### src/rtl/wb_port_arbiter_if.sv
// Writeback arbiter bus: FU requests in, scoreboard writeback ports out.
// master = FU/scoreboard side, slave = arbiter.
interface wb_port_arbiter_if #(
   parameter int N_REQ         = 5,
   parameter int N_PORTS       = 3,
   parameter int TRANS_ID_BITS = 2
);
   logic                             flush_i;
   logic [N_REQ-1:0]                 req_valid_i;
   logic [N_REQ*TRANS_ID_BITS-1:0]   req_trans_id_i;
   logic [N_REQ*64-1:0]              req_result_i;
   logic [N_REQ-1:0]                 req_ex_valid_i;
   logic [N_REQ-1:0]                 req_ready_o;
   logic [N_PORTS-1:0]               wb_valid_o;
   logic [N_PORTS*TRANS_ID_BITS-1:0] wb_trans_id_o;
   logic [N_PORTS*64-1:0]            wb_result_o;
   logic [N_PORTS-1:0]               wb_ex_valid_o;
   logic [N_PORTS*3-1:0]             wb_src_o;
   logic [15:0]                      conflict_cnt_o;

   modport master (
      output flush_i, req_valid_i, req_trans_id_i,
      output req_result_i, req_ex_valid_i,
      input  req_ready_o, wb_valid_o, wb_trans_id_o,
      input  wb_result_o, wb_ex_valid_o, wb_src_o,
      input  conflict_cnt_o
   );

   modport slave (
      input  flush_i, req_valid_i, req_trans_id_i,
      input  req_result_i, req_ex_valid_i,
      output req_ready_o, wb_valid_o, wb_trans_id_o,
      output wb_result_o, wb_ex_valid_o, wb_src_o,
      output conflict_cnt_o
   );
endinterface

### src/rtl/wb_port_arbiter.sv
// Round-robin arbiter of FU results onto the scoreboard writeback ports.
// Define WB_ARB_EXC_PRIO_EN to grant exception results ahead of others.
module wb_port_arbiter #(
   parameter int N_REQ         = 5,
   parameter int N_PORTS       = 3,
   parameter int TRANS_ID_BITS = 2
) (
   input logic              clk_i,
   input logic              rst_ni,
   wb_port_arbiter_if.slave bus
);
   localparam int PW = (N_REQ > 1) ? $clog2(N_REQ) : 1;
   localparam int CW = $clog2(N_PORTS + 1);
   localparam int TW = TRANS_ID_BITS;

   logic [PW-1:0]           ptr_q, ptr_d;
   logic [N_REQ-1:0]        gnt;
   logic [CW-1:0]           gnt_cnt;
   logic [PW-1:0]           gnt_idx [N_PORTS];
   logic [N_PORTS-1:0]      wb_valid_q;
   logic [N_PORTS*TW-1:0]   wb_tid_q;
   logic [N_PORTS*64-1:0]   wb_res_q;
   logic [N_PORTS-1:0]      wb_ex_q;
   logic [N_PORTS*3-1:0]    wb_src_q;
   logic [15:0]             cnt_q;
   logic                    conflict;

   // Scan from ptr_q, optionally exceptions first; the k-th hit goes to port k
   always_comb begin : grant
      int         j;
      logic [PW-1:0] idx;
      logic       sel;
      j       = 0;
      idx     = '0;
      sel     = 1'b0;
      gnt     = '0;
      gnt_cnt = '0;
      ptr_d   = ptr_q;
      for (int p = 0; p < N_PORTS; p++) gnt_idx[p] = '0;
      if (!bus.flush_i) begin
         for (int pass = 0; pass < 2; pass++) begin
            for (int k = 0; k < N_REQ; k++) begin
               j = int'(ptr_q) + k;
               if (j >= N_REQ) j = j - N_REQ;
               idx = PW'(j);
`ifdef WB_ARB_EXC_PRIO_EN
               sel = bus.req_valid_i[idx] &&
                     (bus.req_ex_valid_i[idx] == (pass == 0));
`else
               sel = bus.req_valid_i[idx] && (pass == 0);
`endif
               if (sel && (gnt_cnt < CW'(N_PORTS))) begin
                  gnt[idx]         = 1'b1;
                  gnt_idx[gnt_cnt] = idx;
                  gnt_cnt          = gnt_cnt + 1'b1;
                  ptr_d = (idx == PW'(N_REQ - 1)) ? '0 : idx + 1'b1;
               end
            end
         end
      end
   end

   assign conflict = !bus.flush_i &&
                     ($countones(bus.req_valid_i) > N_PORTS);

   assign bus.req_ready_o    = rst_ni ? gnt : '0;
   assign bus.wb_valid_o     = wb_valid_q;
   assign bus.wb_trans_id_o  = wb_tid_q;
   assign bus.wb_result_o    = wb_res_q;
   assign bus.wb_ex_valid_o  = wb_ex_q;
   assign bus.wb_src_o       = wb_src_q;
   assign bus.conflict_cnt_o = cnt_q;

   // Register granted results; unused ports drop valid but keep data
   always_ff @(posedge clk_i or negedge rst_ni) begin
      if (!rst_ni) begin
         ptr_q      <= '0;
         cnt_q      <= '0;
         wb_valid_q <= '0;
         wb_tid_q   <= '0;
         wb_res_q   <= '0;
         wb_ex_q    <= '0;
         wb_src_q   <= '0;
      end else begin
         ptr_q <= ptr_d;
         if (conflict && (cnt_q != 16'hFFFF)) cnt_q <= cnt_q + 16'd1;
         for (int p = 0; p < N_PORTS; p++) begin
            if (CW'(p) < gnt_cnt) begin
               wb_valid_q[p]         <= 1'b1;
               wb_tid_q[p*TW +: TW]  <=
                  bus.req_trans_id_i[gnt_idx[p]*TW +: TW];
               wb_res_q[p*64 +: 64]  <=
                  bus.req_result_i[gnt_idx[p]*64 +: 64];
               wb_ex_q[p]            <= bus.req_ex_valid_i[gnt_idx[p]];
               wb_src_q[p*3 +: 3]    <= 3'(gnt_idx[p]);
            end else begin
               wb_valid_q[p] <= 1'b0;
            end
         end
      end
   end
endmodule
### src/flat_wrapper.sv
// flat-port wrapper written by rule: the top's interface ports become plain ports
module wb_port_arbiter_flat 
#(
   parameter int N_REQ         = 5,
   parameter int N_PORTS       = 3,
   parameter int TRANS_ID_BITS = 2
)
  (clk_i, rst_ni, bus_flush_i, bus_req_valid_i, bus_req_trans_id_i, bus_req_result_i, bus_req_ex_valid_i, bus_req_ready_o, bus_wb_valid_o, bus_wb_trans_id_o, bus_wb_result_o, bus_wb_ex_valid_o, bus_wb_src_o, bus_conflict_cnt_o);
  wb_port_arbiter_if #(.N_REQ(N_REQ), .N_PORTS(N_PORTS), .TRANS_ID_BITS(TRANS_ID_BITS)) bus_i ();
  input logic clk_i;
  input logic rst_ni;
  input wire logic [$bits(bus_i.flush_i)-1:0] bus_flush_i;
  input wire logic [$bits(bus_i.req_valid_i)-1:0] bus_req_valid_i;
  input wire logic [$bits(bus_i.req_trans_id_i)-1:0] bus_req_trans_id_i;
  input wire logic [$bits(bus_i.req_result_i)-1:0] bus_req_result_i;
  input wire logic [$bits(bus_i.req_ex_valid_i)-1:0] bus_req_ex_valid_i;
  output wire logic [$bits(bus_i.req_ready_o)-1:0] bus_req_ready_o;
  output wire logic [$bits(bus_i.wb_valid_o)-1:0] bus_wb_valid_o;
  output wire logic [$bits(bus_i.wb_trans_id_o)-1:0] bus_wb_trans_id_o;
  output wire logic [$bits(bus_i.wb_result_o)-1:0] bus_wb_result_o;
  output wire logic [$bits(bus_i.wb_ex_valid_o)-1:0] bus_wb_ex_valid_o;
  output wire logic [$bits(bus_i.wb_src_o)-1:0] bus_wb_src_o;
  output wire logic [$bits(bus_i.conflict_cnt_o)-1:0] bus_conflict_cnt_o;
  assign bus_i.flush_i = bus_flush_i;
  assign bus_i.req_valid_i = bus_req_valid_i;
  assign bus_i.req_trans_id_i = bus_req_trans_id_i;
  assign bus_i.req_result_i = bus_req_result_i;
  assign bus_i.req_ex_valid_i = bus_req_ex_valid_i;
  assign bus_req_ready_o = bus_i.req_ready_o;
  assign bus_wb_valid_o = bus_i.wb_valid_o;
  assign bus_wb_trans_id_o = bus_i.wb_trans_id_o;
  assign bus_wb_result_o = bus_i.wb_result_o;
  assign bus_wb_ex_valid_o = bus_i.wb_ex_valid_o;
  assign bus_wb_src_o = bus_i.wb_src_o;
  assign bus_conflict_cnt_o = bus_i.conflict_cnt_o;
  wb_port_arbiter #(.N_REQ(N_REQ), .N_PORTS(N_PORTS), .TRANS_ID_BITS(TRANS_ID_BITS)) u_core (.clk_i(clk_i), .rst_ni(rst_ni), .bus(bus_i));
endmodule
### config.mk
export PLATFORM = sky130hd
export DESIGN_NAME = wb_port_arbiter_flat
export DESIGN_NICKNAME = d
export VERILOG_FILES = /design/src/rtl/wb_port_arbiter_if.sv /design/src/rtl/wb_port_arbiter.sv /design/src/flat_wrapper.sv
export SDC_FILE = /design/constraint.sdc
export NUM_CORES = 1
export LEC_CHECK = 0
export BUFFER_PORTS_ARGS = -buffer_cell sky130_fd_sc_hd__buf_2
export CORE_AREA = 2 2 226 228
export DETAILED_ROUTE_END_ITERATION = 8
export DIE_AREA = 0 0 228 230
export SLEW_MARGIN = 0
export SYNTH_ARGS = -nofsm -noshare
export SYNTH_HDL_FRONTEND = slang
export SYNTH_SLANG_ARGS = --single-unit
### constraint.sdc
create_clock -name clk_i -period 8.5 [get_ports clk_i]
set_input_delay 1.275 -clock clk_i [delete_from_list [all_inputs] [get_ports clk_i]]
set_output_delay 1.275 -clock clk_i [all_outputs]
set_load 0.01 [all_outputs]
==> impl_metrics.json <==
{
  "status": "completed",
  "r2r-start": "u_core.ptr_q[0]",
  "crit_family": "compound AO/OA/AOI/OAI gates",
  "io_pins": 577,
  "max-clock-path-buffers": 3,
  "cap_violations": 0,
  "worst_slew_pin_slew_ps": 966.5,
  "drive_above_1_share": 0.2754,
  "yosys.area.top_type_share": 0.3159,
  "grt_pass1_wl_um": 132500,
  "crit_path_end_kind": "output pin",
  "grt_use_total": 0.3254,
  "syn_to_final_growth_pct": 25.45,
  "htree_levels": 1,
  "final_cells": 3377,
  "relSlewSlack": 0.3556,
  "crit_arrival_ps": 6840,
  "crit_path_cell_trace": "inv_2 > ha_1 > nand2_1 > o21ai_0 > inv_1 > a211o_1 > inv_1 > ha_1 > inv_1 > a311o_1 > o22ai_1 > nor2_1 > ha_1 > a2111oi_0 > o22ai_2 > nand2b_4 > o2111ai_1 > a41oi_1 > nor2_1 > buf_2",
  "final_cell_mix": "buf_2 (575), nand2_1 (237), dfrtp_1 (232)",
  "cts_tree": "yes",
  "period_minus_slack_ps": 8117,
  "drt-pass1-iter-count": 6,
  "synth_seq_cells": 232,
  "final_max_slew_viol_count": 0,
  "final_common_cell": "buf_2",
  "io_buffer_count": 576,
  "hold_end": "u_core.bus.wb_src_o[1]",
  "holdCritStartpoint": "u_core.bus.wb_src_o[1]",
  "grt_setup_unrepaired": "no",
  "syn_avg_cell_area_sq_um": 8.308,
  "synth_top_cell_by_area": "dfrtp_1",
  "ant_nets": 0,
  "syn_nets": 2584,
  "yosysSeqAreaShare": 0.3159,
  "drt-vias-per-instance": 6.260,
  "hold_depth": 2,
  "avgRoutedWirePerCell_um": 26.40,
  "ys_async_sr_fraction": 1.000,
  "fin_nets": 3043,
  "synthFlopType": "dfrtp_1",
  "fmaxAchievable_mhz": 123.2,
  "root_buffer": "clkbuf_16",
  "syn_area_sq_um": 18380,
  "rrSetupSlack_ps": 1090,
  "yosysWarnings": 0,
  "dieArea_sq_um": 52440,
  "timing.rr.end": "u_core.bus.wb_result_o[122]",
  "numCtsBuffers": 30,
  "num_rows": 82,
  "grt_pass1_vias": 20960,
  "cts_hold_buf": 0,
  "hpwl_um": 59410,
  "hold_viol_final": 0,
  "core_sq_um": 49860,
  "netlist_instances": 2212,
  "overflow": 0,
  "clk_latency_ps": 600,
  "die_w_um": 228,
  "remaining_drc_errors": 0,
  "cts.sinks": 232,
  "clk_pin_slew_ps": 60,
  "cts_resized": 0,
  "slowest_delay_ps": 810,
  "yosysUniqueCellTypes": 84,
  "tns_ps": 0,
  "worstSetupStartpointType": "flop",
  "die_y_um": 230,
  "grt_max_degree": 95,
  "cts_setup_buffers": 0,
  "synth_edf_count": 0,
  "routabilityCongestion": 0.9762,
  "placed_cells": 3311,
  "synthTopCellsByArea": "dfrtp_1 (32%), mux2i_1 (11%), a21oi_1 (6.3%)",
  "critPathBufInv": 5,
  "slowest_stage": "ha_1",
  "vias": 21140,
  "worst_r2r_path_depth": 22,
  "critical_path_class": "reg2out",
  "antenna_found_initial": 18,
  "cp.required_ps": 7220,
  "finalCritPeriodShare": 0.9549,
  "timing.hold.ws_ps": 477.9,
  "hp-class": "reg2reg",
  "drtIter0Drc": 1941,
  "cp_max_fo": 19,
  "setup_viol": 0,
  "drt_wl_total_um": 89150,
  "clock-skew-final_ps": 26.57,
  "start_util": 0.3686
}
-- sequential cells by signal (all words and copies together) (netlist names) --
signal and count:
u_core.bus.wb_result_o 192, u_core.bus.conflict_cnt_o 16, u_core.bus.wb_trans_id_o 6, u_core.bus.wb_valid_o 3, u_core.bus.wb_ex_valid_o 3, u_core.ptr_q 3, u_core.bus.wb_src_o 9
-- through the flow --
step	cell area (sq um)	utilization	worst slack (ps)
after global placement	22020	0.4417	1271
final	23050	0.4624	383.5
after global routing	23050	0.4623	68.07
after CTS	23030	0.4618	507.4
after detailed placement	22020	0.4417	1147
after floorplan	18380	-	2198
-- metal layers --
metal  vias up  wire length, um  global-route usage
li1       9224                -                   -
met1     10370            35320              0.4128
met2      1288            42280              0.5381
met3       243             7973             0.06411
met4        10             3532              0.1426
met5         -               49                   0
-- logic make-up after synthesis --
group                      synth area share
AOI/OAI and AO/OA                    0.2873
xor gates and xnor gates           0.009872
adders and majority gates           0.02015
buffers and inverters               0.06025
DFF                                  0.3159
muxes                                0.1198
and+or+nand+nor                      0.1867
-- cell type report --
cell class / instances / area (sq um)
clock inverter: 7 / 73.82
timing repair buffer: 636 / 3631
multi-input combinational: 1733 / 11600
fill: 4995 / 26810
sequential: 232 / 5806
antenna: 11 / 27.53
clock buffer: 48 / 928.4
inverter: 38 / 142.6
tap: 672 / 840.8
-- worst max path at each step --
stage	cells past startpoint	end	slack, ps	start
after floorplan	23	bus_req_ready_o[1]	2200	u_core.ptr_q[1]
final	20	bus_req_ready_o[4]	380	u_core.ptr_q[0]
after global routing	20	bus_req_ready_o[4]	70	u_core.ptr_q[0]
after CTS	20	bus_req_ready_o[4]	510	u_core.ptr_q[0]
after detailed placement	20	bus_req_ready_o[4]	1150	u_core.ptr_q[0]
after global placement	20	bus_req_ready_o[4]	1270	u_core.ptr_q[0]
-- synth_stat cells, types with 17 or more instances --
| cell | n |
|---|---|
| a211o_1 | 73 |
| a211oi_1 | 149 |
| a21oi_1 | 232 |
| a311o_1 | 67 |
| and3_1 | 80 |
| buf_2 | 72 |
| clkbuf_1 | 116 |
| dfrtp_1 | 232 |
| ha_1 | 28 |
| inv_1 | 31 |
| mux2i_1 | 211 |
| nand2_1 | 240 |
| nand2b_1 | 80 |
| nor2_1 | 165 |
| nor3_1 | 17 |
| o21ai_0 | 17 |
| o22ai_1 | 141 |
| or3_1 | 70 |
-- worst min-delay path, stage by stage (launching register included) --
cell     delay (ps)
dfrtp_1         340
nand2_1          50
nand2_1          60
Power is left out: the tool's default activity adds up to more than one toggle a clock period on the data nets, which glitch-free logic cannot reach.
